### src/rtl/uart_rx_fifo.sv
// uart_rx_fifo: UART receiver (8N1, or 8E1 when UART_RX_PARITY_EN is defined) feeding a first-word-fall-through byte FIFO
module uart_rx_fifo #(
   parameter int CLKS_PER_BIT = 217,
   parameter int FIFO_DEPTH = 4
) (
   input  logic       clk,
   input  logic       reset,
   input  logic       UART_RX,
   input  logic       rd_en,
   input  logic       clr_err,
   output logic [7:0] rx_data,
   output logic       rx_valid,
   output logic       rx_irq,
   output logic [2:0] rx_count,
   output logic       overflow,
   output logic       frame_err,
   output logic       parity_err
);
   localparam int AW = $clog2(FIFO_DEPTH);
   localparam int BW = $clog2(CLKS_PER_BIT);
   localparam int CW = $clog2(FIFO_DEPTH + 1);
   localparam logic [BW-1:0] FULL_BIT = BW'(CLKS_PER_BIT - 1);
   localparam logic [BW-1:0] HALF_BIT = BW'(CLKS_PER_BIT / 2 - 1);
`ifdef UART_RX_PARITY_EN
   typedef enum logic [2:0] {IDLE, START, DATA, PARITY, STOP} state_t;
`else
   typedef enum logic [1:0] {IDLE, START, DATA, STOP} state_t;
`endif
   state_t state, state_n;
   logic rx_m, rx_s, rx_s_d;
   logic [BW-1:0] cnt;
   logic [2:0] idx;
   logic [7:0] shift;
   logic done, bad_stop, keep, push, pop, full, wr;
   logic [7:0] mem [FIFO_DEPTH];
   logic [AW-1:0] wr_ptr, rd_ptr;
   logic [CW-1:0] count;

   // Two-flop synchroniser plus a delayed copy for falling-edge detection
   always_ff @(posedge clk) begin
      if (!reset) {rx_m, rx_s, rx_s_d} <= 3'b111;
      else {rx_m, rx_s, rx_s_d} <= {UART_RX, rx_m, rx_s};
   end

   // Frame sequencing; stop-bit sample decides keep or frame error
   always_comb begin
      state_n = state;
      done = 1'b0;
      bad_stop = 1'b0;
      case (state)
         IDLE:  if (rx_s_d && !rx_s) state_n = START;
         START: if (cnt == HALF_BIT) state_n = rx_s ? IDLE : DATA;
`ifdef UART_RX_PARITY_EN
         DATA:   if (cnt == FULL_BIT && idx == 3'd7) state_n = PARITY;
         PARITY: if (cnt == FULL_BIT) state_n = STOP;
`else
         DATA:  if (cnt == FULL_BIT && idx == 3'd7) state_n = STOP;
`endif
         STOP: if (cnt == FULL_BIT) begin
            state_n = IDLE;
            done = rx_s;
            bad_stop = !rx_s;
         end
         default: state_n = IDLE;
      endcase
   end

   // State register, baud counter reloaded on every state entry, LSB-first shifter
   always_ff @(posedge clk) begin
      if (!reset) begin
         state <= IDLE;
         cnt <= '0;
         idx <= '0;
         shift <= '0;
      end else begin
         state <= state_n;
         cnt <= (state == IDLE || state_n != state || cnt == FULL_BIT) ? '0 : cnt + 1'b1;
         idx <= (state == START) ? 3'd0 : (state == DATA && cnt == FULL_BIT) ? idx + 1'b1 : idx;
         if (state == DATA && cnt == FULL_BIT) shift[idx] <= rx_s;
      end
   end

`ifdef UART_RX_PARITY_EN
   logic par_bad, par_hit;
   assign par_hit = state == PARITY && cnt == FULL_BIT && (rx_s ^ (^shift));
   assign keep = done && !par_bad;
   // Even-parity check: remember a failure for this frame and raise the sticky flag
   always_ff @(posedge clk) begin
      if (!reset) begin
         par_bad <= 1'b0;
         parity_err <= 1'b0;
      end else begin
         par_bad <= (state == START) ? 1'b0 : (par_bad || par_hit);
         parity_err <= (parity_err && !clr_err) || par_hit;
      end
   end
`else
   assign keep = done;
   assign parity_err = 1'b0;
`endif

   assign pop = rd_en && rx_valid;
   assign full = count == CW'(FIFO_DEPTH);
   assign wr = push && (!full || pop);
   assign rx_valid = count != '0;
   assign rx_irq = rx_valid;
   assign rx_data = mem[rd_ptr];
   assign rx_count = 3'(count);

   // FIFO: push lands the cycle after the stop sample; full push without pop drops the byte
   always_ff @(posedge clk) begin
      if (!reset) begin
         push <= 1'b0;
         wr_ptr <= '0;
         rd_ptr <= '0;
         count <= '0;
         for (int i = 0; i < FIFO_DEPTH; i++) mem[i] <= '0;
      end else begin
         push <= keep;
         if (wr) begin
            mem[wr_ptr] <= shift;
            wr_ptr <= wr_ptr + 1'b1;
         end
         if (pop) rd_ptr <= rd_ptr + 1'b1;
         count <= count + CW'(wr) - CW'(pop);
      end
   end

   // Sticky error flags; a new error wins over a same-cycle clear
   always_ff @(posedge clk) begin
      if (!reset) begin
         overflow <= 1'b0;
         frame_err <= 1'b0;
      end else begin
         overflow <= (overflow && !clr_err) || (push && full && !pop);
         frame_err <= (frame_err && !clr_err) || bad_stop;
      end
   end
endmodule

### config.mk
export PLATFORM = sky130hd
export DESIGN_NAME = uart_rx_fifo
export DESIGN_NICKNAME = d
export VERILOG_FILES = /design/src/rtl/uart_rx_fifo.sv
export SDC_FILE = /design/constraint.sdc
export NUM_CORES = 1
export LEC_CHECK = 0
export CELL_PAD_IN_SITES_DETAIL_PLACEMENT = 1
export CELL_PAD_IN_SITES_GLOBAL_PLACEMENT = 1
export CORE_MARGIN = 2
export CORE_UTILIZATION = 53
export CTS_BUF_LIST = sky130_fd_sc_hd__clkbuf_4 sky130_fd_sc_hd__clkbuf_8
export CTS_CLUSTER_SIZE = 20
export DETAILED_ROUTE_END_ITERATION = 8
export GPL_ROUTABILITY_DRIVEN = 0
export PLACE_DENSITY = 0.94
export SYNTH_ARGS = -nofsm -noshare
export SYNTH_HDL_FRONTEND = slang
export SYNTH_SLANG_ARGS = --single-unit
### constraint.sdc
create_clock -name clk -period 4.6 [get_ports clk]
set_input_delay 0.92 -clock clk [delete_from_list [all_inputs] [get_ports clk]]
set_output_delay 0.92 -clock clk [all_outputs]
set_load 0.01 [all_outputs]
**Yosys cells after proc, flatten, opt, wreduce, memory -nomap -nowiden**

Memories as Yosys holds them, arrays and structs flattened. A register that Yosys moved wholly into a read port is not among the register bits.
Cells that the tools add are included.

- Add/subtract/negate cells: 6
- Bitwise logic cells: 1
- Equality and inequality tests: 8
- Reductions and logical operators: 25
- Mux-type cells: 20
- Order comparisons: 2

Operators by type and width:

| cell | number |
|---|---|
| $mux W2 | 8 |
| $logic_and A1 B1 Y1 | 10 |
| $add A8 B1 Y8 const B | 1 |
| $bwmux W8 | 1 |
| $eq A8 B7 Y1 const B | 1 |
| $eq A8 B8 Y1 const B | 1 |
| $mux W1 | 8 |
| $mux W8 | 1 |
| $pmux W2 S4 | 1 |
| $reduce_or A8 Y1 | 1 |
| $eq A3 B3 Y1 const B | 2 |
| $logic_or A1 B1 Y1 | 5 |
| $add A2 B1 Y2 const B | 2 |
| $eq A2 B2 Y1 const B | 2 |
| $logic_not A1 Y1 | 4 |
| $lt A3 B4 Y1 const B | 1 |
| $reduce_or A2 Y1 | 2 |
| $add A3 B1 Y3 | 1 |
| $add A3 B1 Y3 const B | 1 |
| $demux W1 S3 | 1 |
| $ge A3 B1 Y1 const B | 1 |
| $reduce_and A3 Y1 | 1 |
| $reduce_bool A3 Y1 | 1 |
| $sub A3 B1 Y3 | 1 |
| other kinds (4) | 4 |

- RAM bits: 32
- Register bits: 34
- Output and inout port bits: 16
- Memories: 1
- Word-level logic and storage cells: 76
- Input port bits: 5

Memory list:

| name | depth | width | rd ports | clocked after Yosys merged registers in | write ports | RTL line | source |
|---|---|---|---|---|---|---|---|
| mem | 4 | 8 | 1 | 1 | 4 | 35 | `logic [7:0] mem [FIFO_DEPTH];` |

**Depth between registers and ports, before layout**

Gate-level depths: netlist of the first run.

- Depth in word-level cells: 9
- Gate-level depth with buffers: 9
- Gate-level depth less buffers: 9

**Least setup slack after synthesis of the first run**

No wires, ideal clock.

- Path type: in2reg
- From: in rd_en
- To: reg count[2], in the netlist rx_count[2]
- Required time: 4.485 ns
- Buffers on the path: 0
- Stages on the path: 9
- Library setup time: 0.115 ns
- Arrival: 2.630 ns
- Setup slack: 1.855 ns
- Cells stage by stage: or4b_1 nand2_1 ha_1 inv_1 ha_1 fa_1 xor2_1 xnor2_1 and2_1

- Word-level cells in the longest chain between the ends: 5

RTL lines:

| element | RTL line | source |
|---|---|---|
| from (decl) | 9 | `input logic rd_en,` |
| $logic_and A1 B1 Y1 * | 102 | `assign pop = rd_en && rx_valid;` |
| $logic_or A1 B1 Y1 | 104 | `assign wr = push && (!full \|\| pop);` |
| $logic_and A1 B1 Y1 | 104 |  |
| $add A3 B1 Y3 | 125 | `count <= count + CW'(wr) - CW'(pop);` |
| $sub A3 B1 Y3 * | 125 |  |
| to (signal assigned) | 125 |  |
| to (decl) | 37 | `logic [CW-1:0] count;` |

Mark *: on every way between the ends. The rest lies on a longest branch, timed or not.
A chain may end at the register's enable or synchronous reset.

**Final worst setup path of the first run**

Ends and elaborated chain as after synthesis.

==> flow_summary.json, run 1 <==
{
  "run_status": "finished, final reports clean",
  "cts.repair.resized": 0,
  "clkLatencyLatePin_ns": 0.35,
  "multi_input_combinational_cell_area_um2": 1329,
  "r2r_end": "rx_count[2]",
  "initial_standard_cell_utilization_of_the_core_pct": 54.11,
  "power.net_switching_uw": 420.5,
  "wl_per_cell_um": 20.45,
  "rsz0062_at_grt": "no",
  "seq_area_um2": 1682,
  "headroom_to_the_max_slew_limit_pct": 40.75,
  "fin_skew_ns": 0.01090,
  "post_route_cells_drive_above_1_share_pct": 9.836,
  "power.share.clock_pct": 35.1,
  "timing.final.hold_violations": 0,
  "finalSetupViolations": 0,
  "timing.hold.worst_path_depth": 1,
  "path_cells": "clkdlybuf4s50_1, or4b_1, nand2_1, ha_1, inv_1, ha_1, fa_1, xor2_1, xnor2_1, and2_1",
  "hold_buffers": 0,
  "reg2reg_from": "rx_count[1]",
  "crit_required_ns": 4.84,
  "timing.max_cap.violations": 0,
  "power_density_nw_per_um2": 441.6,
  "final_antenna_net_count": 0,
  "clockRootBuffer": "clkbuf_8",
  "seq_power_share_pct": 45.8,
  "cts_made_buffers": 9,
  "cts.sink_count": 68,
  "floorplan.io_pins": 21,
  "ys_types": 52,
  "cp.arrival_ns": 3.50,
  "placed_cells_incl_taps": 364,
  "layout_setup_ws_ns": 1.338,
  "yosysSeqAreaShare_pct": 53.12,
  "number_of_global_route_vias_before_repair": 2353,
  "pre_cts_setup_slack_ns": 0.9977,
  "antenna_found_initial": 0,
  "tritoncts": "built",
  "wire_length_of_the_first_global_routing_pass_um": 12640,
  "antenna-diode-count": 0,
  "drt_iter0_markers": 225,
  "synth.yosys.warnings": 0,
  "sw_frac_of_total_pct": 26.41,
  "route.detailed.drc": 0,
  "min_period_over_period_pct": 70.90,
  "crit_top_cell": "ha_1",
  "setup.reg_to_reg.worst_slack_ns": 1.92,
  "synth_async_sr_flop_share_pct": 0,
  "flip_flop_and_latch_count_after_synthesis": 68,
  "leakagePower_nw": 1.275,
  "worst_setup_hold_path_clk_slew_ns": 0.07,
  "area.growth.synth_to_final_pct": 13.91,
  "clock.fmax_mhz": 306.6,
  "grt_overflow": 0,
  "crit_path_max_incr_delay_ns": 0.71,
  "dpl.hpwl_um": 5239,
  "hp-class": "reg2reg",
  "cell_area_synth_um2": 3166,
  "path_type_of_the_worst_setup_path": "in2reg",
  "std_cell_rows": 28,
  "syn_area_per_cell_um2": 11.07,
  "p_int_mw": 1.172,
  "dieWidth_um": 81.29,
  "totalWireLength_um": 7772,
  "endpoint_with_the_worst_hold_slack": "rx_s",
  "num-fill-cells": 604,
  "min_from": "rx_m",
  "mappedNetlistNets": 298,
  "detail_route.first_pass.iterations": 4,
  "power_frac_comb_pct": 19.1,
  "vdd_ir_drop_max_v": 0.0002764,
  "synth_edf_count": 32,
  "vias_per_cell": 6.079,
  "final_max_slew_viol_count": 0,
  "timing_worst_slew_pin_value_ns": 0.8763,
  "cts_post_setup_buffers_inserted": 0,
  "critPathCaptureType": "flop",
  "ctsLongestPathBuffers": 2,
  "pin_count_of_the_biggest_net_entering_global_routing": 23,
  "ys_dominant_reg_cell": "dfxtp_1",
  "floorplan.die_area_um2": 6607,
  "num-nets-final": 312,
  "period_minus_slack_ns": 3.262,
  "worstRegToRegCells": 9,
  "critical_path.max_fanout": 12,
  "timing.setup.tns_ns": 0,
  "final-instance-count-excl-fill": 380,
  "core_area_um2": 5851,
  "die_h_um": 81.29,
  "h-tree-depth": 3,
  "crit_slowest_cell": "or4b_1",
  "io_buffers": 19,
  "grt_use_total_pct": 26.23,
  "overall_via_count_from_detail_route": 2310,
  "cp-start-kind": "input pin",
  "postSynthCellCount": 286
}
-- per-stage QoR --
step / area [um^2] / hold WS [ns] / utilization (%) / power [mW]
2_1_floorplan: 3166 / 0.3863 / - / 0.9106
3_3_place_gp: 3381 / 0.4009 / 57.78 / 1.024
3_5_place_dp: 3381 / 0.4065 / 57.78 / 1.050
4_1_cts: 3606 / 0.4275 / 61.63 / 1.598
5_1_grt: 3606 / 0.4435 / 61.63 / 1.653
6_report: 3606 / 0.4271 / 61.63 / 1.592
-- cell type report --
type	count	share of cell area, %
Clock buffer	10	3.817
Clock inverter	6	2.429
Inverter	19	1.978
Multi-Input combinational cell	181	36.85
Sequential cell	68	46.63
Tap cell	75	2.602
Timing Repair Buffer	21	5.690
-- worst max-delay path: cells and delay by family --
kind          cells  cell delay, ns
simple gates      3            1.06
buf+inv           2            0.50
xor+xnor          2            0.30
fa+ha+maj         3            0.72
-- cells in the mapped netlist (4+ instances only) --
cell       n  area [um^2]
nand2b_1   8        50.05
and2_1    12        75.07
nor2b_1    7        43.79
a211oi_1   5        37.54
nand3_1    7        35.03
a31oi_1    4        25.02
inv_1     18        67.56
xor2_1     4        35.03
dfxtp_1   36        720.7
nand2_1   16        60.06
nand4_1   16        100.1
a21oi_1    4        20.02
o21ai_0    6        30.03
mux4_2     8        180.2
ha_1       6        75.07
edfxtp_1  32        960.9
mux2i_1    8        80.08
nor2_1    23        86.33
or3_1      4        25.02
clkbuf_1  12        45.04
-- layout by cell type, fill, tap and decap left out, types with 2 or more instances in the layout --
cell / synthesis / final
a211oi_1: 5 / 5
a21oi_1: 4 / 4
a221oi_1: 3 / 3
a31oi_1: 4 / 4
and2_1: 12 / 12
buf_4: 2 / 2
bufinv_16: 0 / 2
clkbuf_8: 0 / 10
clkdlybuf4s50_1: 0 / 19
clkinvlp_4: 0 / 3
dfxtp_1: 36 / 36
edfxtp_1: 32 / 32
ha_1: 6 / 6
inv_1: 18 / 18
mux2i_1: 8 / 8
mux4_2: 8 / 8
nand2_1: 16 / 16
nand2b_1: 8 / 8
nand3_1: 7 / 7
nand4_1: 16 / 16
nand4b_1: 2 / 2
nor2_1: 23 / 23
nor2b_1: 7 / 7
nor4_1: 3 / 3
nor4b_1: 3 / 3
nor4bb_1: 2 / 2
o2111ai_1: 2 / 2
o21ai_0: 6 / 6
o21ai_1: 2 / 2
o311ai_0: 2 / 2
o31ai_1: 2 / 2
or3_1: 4 / 4
or4_1: 2 / 2
or4b_1: 2 / 2
xnor2_1: 3 / 3
xor2_1: 4 / 4
-- sequential cells by signal, summed over array words and instances, names as in the netlist, named ones only --
register,flops
mem,32
cnt,8
shift,8
idx,3
rx_count,3
rd_ptr,2
state,2
wr_ptr,2
frame_err,1
overflow,1
push,1
rx_m,1
rx_s,1
rx_s_d,1
-- power groups by stage --
stage | Sequential (mW) | Clock, mW | Combinational [mW]
floorplan | 0.711 | 0 | 0.200
global placement | 0.737 | 0 | 0.287
detailed placement | 0.744 | 0 | 0.306
CTS | 0.732 | 0.559 | 0.308
global route | 0.740 | 0.584 | 0.329
finish | 0.730 | 0.559 | 0.304
-- kinds of logic (layout without fill, tap and decap cells) --
family          after synthesis  count (layout)  share of synthesized area, %
compound gates               35              35                         7.629
fa+ha+maj                     7               7                         3.004
buf+inv                      37              56                         4.901
simple gates                115             115                         21.07
mux                          16              16                         8.221
flops                        68              68                         53.12
xor+xnor                      7               7                         1.937
other cells                   1               1                        0.1185
-- per-layer routing --
| metal | global-route usage (%) | share of wire, % |
|---|---|---|
| met3 | 4.667 | 2.7 |
| met4 | 13.90 | 2.5 |
| met5 | 0 | 0 |
| met1 | 32.47 | 42 |
| met2 | 43.52 | 53 |
-- worst max path at each step --
stage	startpoint	endpoint
6_report	rd_en	rx_count[2]
5_1_grt	rd_en	rx_count[2]
4_1_cts	rd_en	rx_count[2]
3_5_place_dp	rd_en	rx_count[2]
3_3_place_gp	rd_en	rx_count[2]
2_1_floorplan	rd_en	rx_count[2]
Power figures use the tool's default switching activity.
==> run 2: changes to the inputs <==
--- a/config.mk
+++ b/config.mk
@@ -8,12 +8,12 @@
 export CELL_PAD_IN_SITES_DETAIL_PLACEMENT = 1
 export CELL_PAD_IN_SITES_GLOBAL_PLACEMENT = 1
 export CORE_MARGIN = 2
-export CORE_UTILIZATION = 53
+export CORE_UTILIZATION = 44
 export CTS_BUF_LIST = sky130_fd_sc_hd__clkbuf_4 sky130_fd_sc_hd__clkbuf_8
 export CTS_CLUSTER_SIZE = 20
 export DETAILED_ROUTE_END_ITERATION = 8
 export GPL_ROUTABILITY_DRIVEN = 0
-export PLACE_DENSITY = 0.94
+export PLACE_DENSITY = 0.84
 export SYNTH_ARGS = -nofsm -noshare
 export SYNTH_HDL_FRONTEND = slang
 export SYNTH_SLANG_ARGS = --single-unit
==> constraint.sdc (replaced) <==
create_clock -name clk -period 2.9 [get_ports clk]
set_input_delay 0.58 -clock clk [delete_from_list [all_inputs] [get_ports clk]]
set_output_delay 0.58 -clock clk [all_outputs]
set_load 0.01 [all_outputs]
==> run 2 against run 1 <==
Against the previous run:
- worst setup slack lost 1.1 ns
- via count fell by 4.3%
- sequential power grew 58%
- utilization shrank 8.4 points
- final cell count up 6.6%
- critical path type is now reg2out
- critical endpoint is now rx_data[4]
- largest cell class unchanged
==> flow_summary.json, run 2 (synthesized netlist as in run 1, its figures left out) <==
{
  "timing.final.hold_violations": 0,
  "pin_count_of_the_biggest_net_entering_global_routing": 32,
  "wire_length_of_the_first_global_routing_pass_um": 11590,
  "ctsLongestPathBuffers": 2,
  "critical_path.max_fanout": 8,
  "detail_route.first_pass.iterations": 4,
  "grt_overflow": 0,
  "hold_buffers": 0,
  "setup.reg_to_reg.worst_slack_ns": 0.51,
  "run_status": "finished, final reports clean",
  "number_of_global_route_vias_before_repair": 2283,
  "leakagePower_nw": 1.300,
  "crit_slowest_cell": "dfxtp_1",
  "num-fill-cells": 756,
  "top_signal_layer_used": "met4",
  "initial_standard_cell_utilization_of_the_core_pct": 46.08,
  "min_from": "rx_m",
  "fin_skew_ns": 0.009250,
  "reg2reg_from": "rx_count[2]",
  "period_minus_slack_ns": 2.657,
  "worst_setup_hold_path_clk_slew_ns": 0.07,
  "r2r_end": "rx_count[2]",
  "route.detailed.drc": 0,
  "tritoncts": "built",
  "std_cell_rows": 30,
  "final_max_slew_viol_count": 0,
  "vias_per_cell": 5.457,
  "power_density_nw_per_um2": 682.6,
  "core_area_um2": 6869,
  "timing.max_cap.violations": 0,
  "h-tree-depth": 3,
  "detailroute.wirelength.met2_um": 3453,
  "post_route_cells_drive_above_1_share_pct": 11.00,
  "path_cells": "mux4_2, clkdlybuf4s50_1",
  "cts.sink_count": 68,
  "wl_per_cell_um": 16.76,
  "pre_cts_setup_slack_ns": -0.006424,
  "finalSetupViolations": 0,
  "num-nets-final": 316,
  "floorplan.die_area_um2": 7889,
  "met1_length_um": 3068,
  "layout_setup_ws_ns": 0.2431,
  "path_buf_inv": 1,
  "critPathCaptureType": "output pin",
  "placed_cells_incl_taps": 389,
  "antenna_found_initial": 0,
  "rsz0062_at_grt": "no",
  "area.growth.synth_to_final_pct": 15.41,
  "dpl.hpwl_um": 4760,
  "clkLatencyLatePin_ns": 0.35,
  "worst_path_dominant_cell_family": "flip-flops",
  "final_antenna_net_count": 0,
  "timing_worst_slew_pin_value_ns": 0.6251,
  "path_type_of_the_worst_setup_path": "reg2out",
  "cp-start-kind": "flop",
  "biggestRegsByFlops": "mem x32, cnt x8, shift x8",
  "grt_use_total_pct": 19.65,
  "die_h_um": 88.82,
  "cts_post_setup_buffers_inserted": 0,
  "antenna-diode-count": 0,
  "cp.arrival_ns": 2.08,
  "floorplan.io_pins": 21,
  "clockRootBuffer": "clkbuf_8",
  "registers.top_by_ff_count": "mem",
  "power_mw": 2.494,
  "crit_path_max_incr_delay_ns": 0.66,
  "cts.repair.resized": 0,
  "timing.hold.worst_path_depth": 1,
  "largest_register_ff_count": 32,
  "cts_made_buffers": 9,
  "drt_iter0_markers": 113,
  "final-instance-count-excl-fill": 405,
  "mostFrequentLayoutCell": "dfxtp_1",
  "met3RoutedLength_um": 151,
  "totalWireLength_um": 6788,
  "hp-class": "reg2reg",
  "dieWidth_um": 88.82,
  "clock.fmax_mhz": 376.4,
  "overall_via_count_from_detail_route": 2210,
  "vdd_ir_drop_max_v": 0.0004741,
  "min_period_over_period_pct": 91.62,
  "crit_required_ns": 2.32,
  "layout_common_cells": "36 x dfxtp_1, 32 x edfxtp_1, 23 x nor2_1, 19 x clkdlybuf4s50_1, 18 x inv_1",
  "worstRegToRegCells": 9,
  "headroom_to_the_max_slew_limit_pct": 58.05,
  "endpoint_with_the_worst_hold_slack": "rx_s",
  "io_buffers": 19
}
## run 2: changes by cell type in the layout (fill, tap and decap cells not counted)
cell / previous run / this run
clkinv_2: 1 / 2
clkinvlp_4: 3 / 1
clkbuf_8: 10 / 9
clkbuf_4: 0 / 2
buf_4: 2 / 6
## run 2: report_power, final
group | total (mW) | internal (mW) | switching [mW]
logic | 0.493 | 0.297 | 0.197
registers | 1.15 | 1.06 | 0.0899
clock network | 0.846 | 0.500 | 0.346
total | 2.49 | 1.86 | 0.633
## run 2: metrics by stage
| stage | utilization (%) | TNS (ns) | hold slack (ns) | area (um^2) |
|---|---|---|---|---|
| 2_1_floorplan | - | 0 | 0.3863 | 3166 |
| 3_3_place_gp | 50.04 | 0 | 0.4043 | 3437 |
| 3_5_place_dp | 50.04 | -0.006424 | 0.3995 | 3437 |
| 4_1_cts | 53.19 | 0 | 0.4236 | 3654 |
| 5_1_grt | 53.19 | 0 | 0.4414 | 3654 |
| 6_report | 53.19 | 0 | 0.4184 | 3654 |
## run 2: worst max path at each step
| stage | to | slack (ns) | cells after the start |
|---|---|---|---|
| finish | rx_data[4] | 0.24 | 2 |
| global route | rx_data[4] | 0.08 | 2 |
| CTS | rx_data[4] | 0.18 | 2 |
| detailed placement | rx_count[2] | -0.006 | 10 |
| global placement | rx_count[2] | 0.05 | 10 |
| floorplan | rx_count[2] | 0.50 | 9 |
## run 2: layer usage
metal  up-vias  track usage [%]
li1       1086                -
met1      1087            23.86
met2        26            33.38
met3        11            4.571
met4         0            8.402
met5         -                0
## run 2: worst register-to-register path, delay by kind of cell (launching register included)
| family | cells | cell delay [ns] |
|---|---|---|
| DFF | 1 | 0.47 |
| xor gates and xnor gates | 2 | 0.30 |
| and+or+nand+nor | 3 | 0.78 |
| adders and majority gates | 3 | 0.71 |
| buffers and inverters | 1 | 0.04 |
## run 2: final cells by class
type                       instances  area, um^2  area share, %
sequential                        68        1682          46.03
timing repair buffer              25       235.2          6.438
clock buffer                      11       138.9          3.801
inverter                          19       71.32          1.952
tap                               96       120.1          3.288
clock inverter                     5       77.57          2.123
multi-input combinational        181        1329          36.37
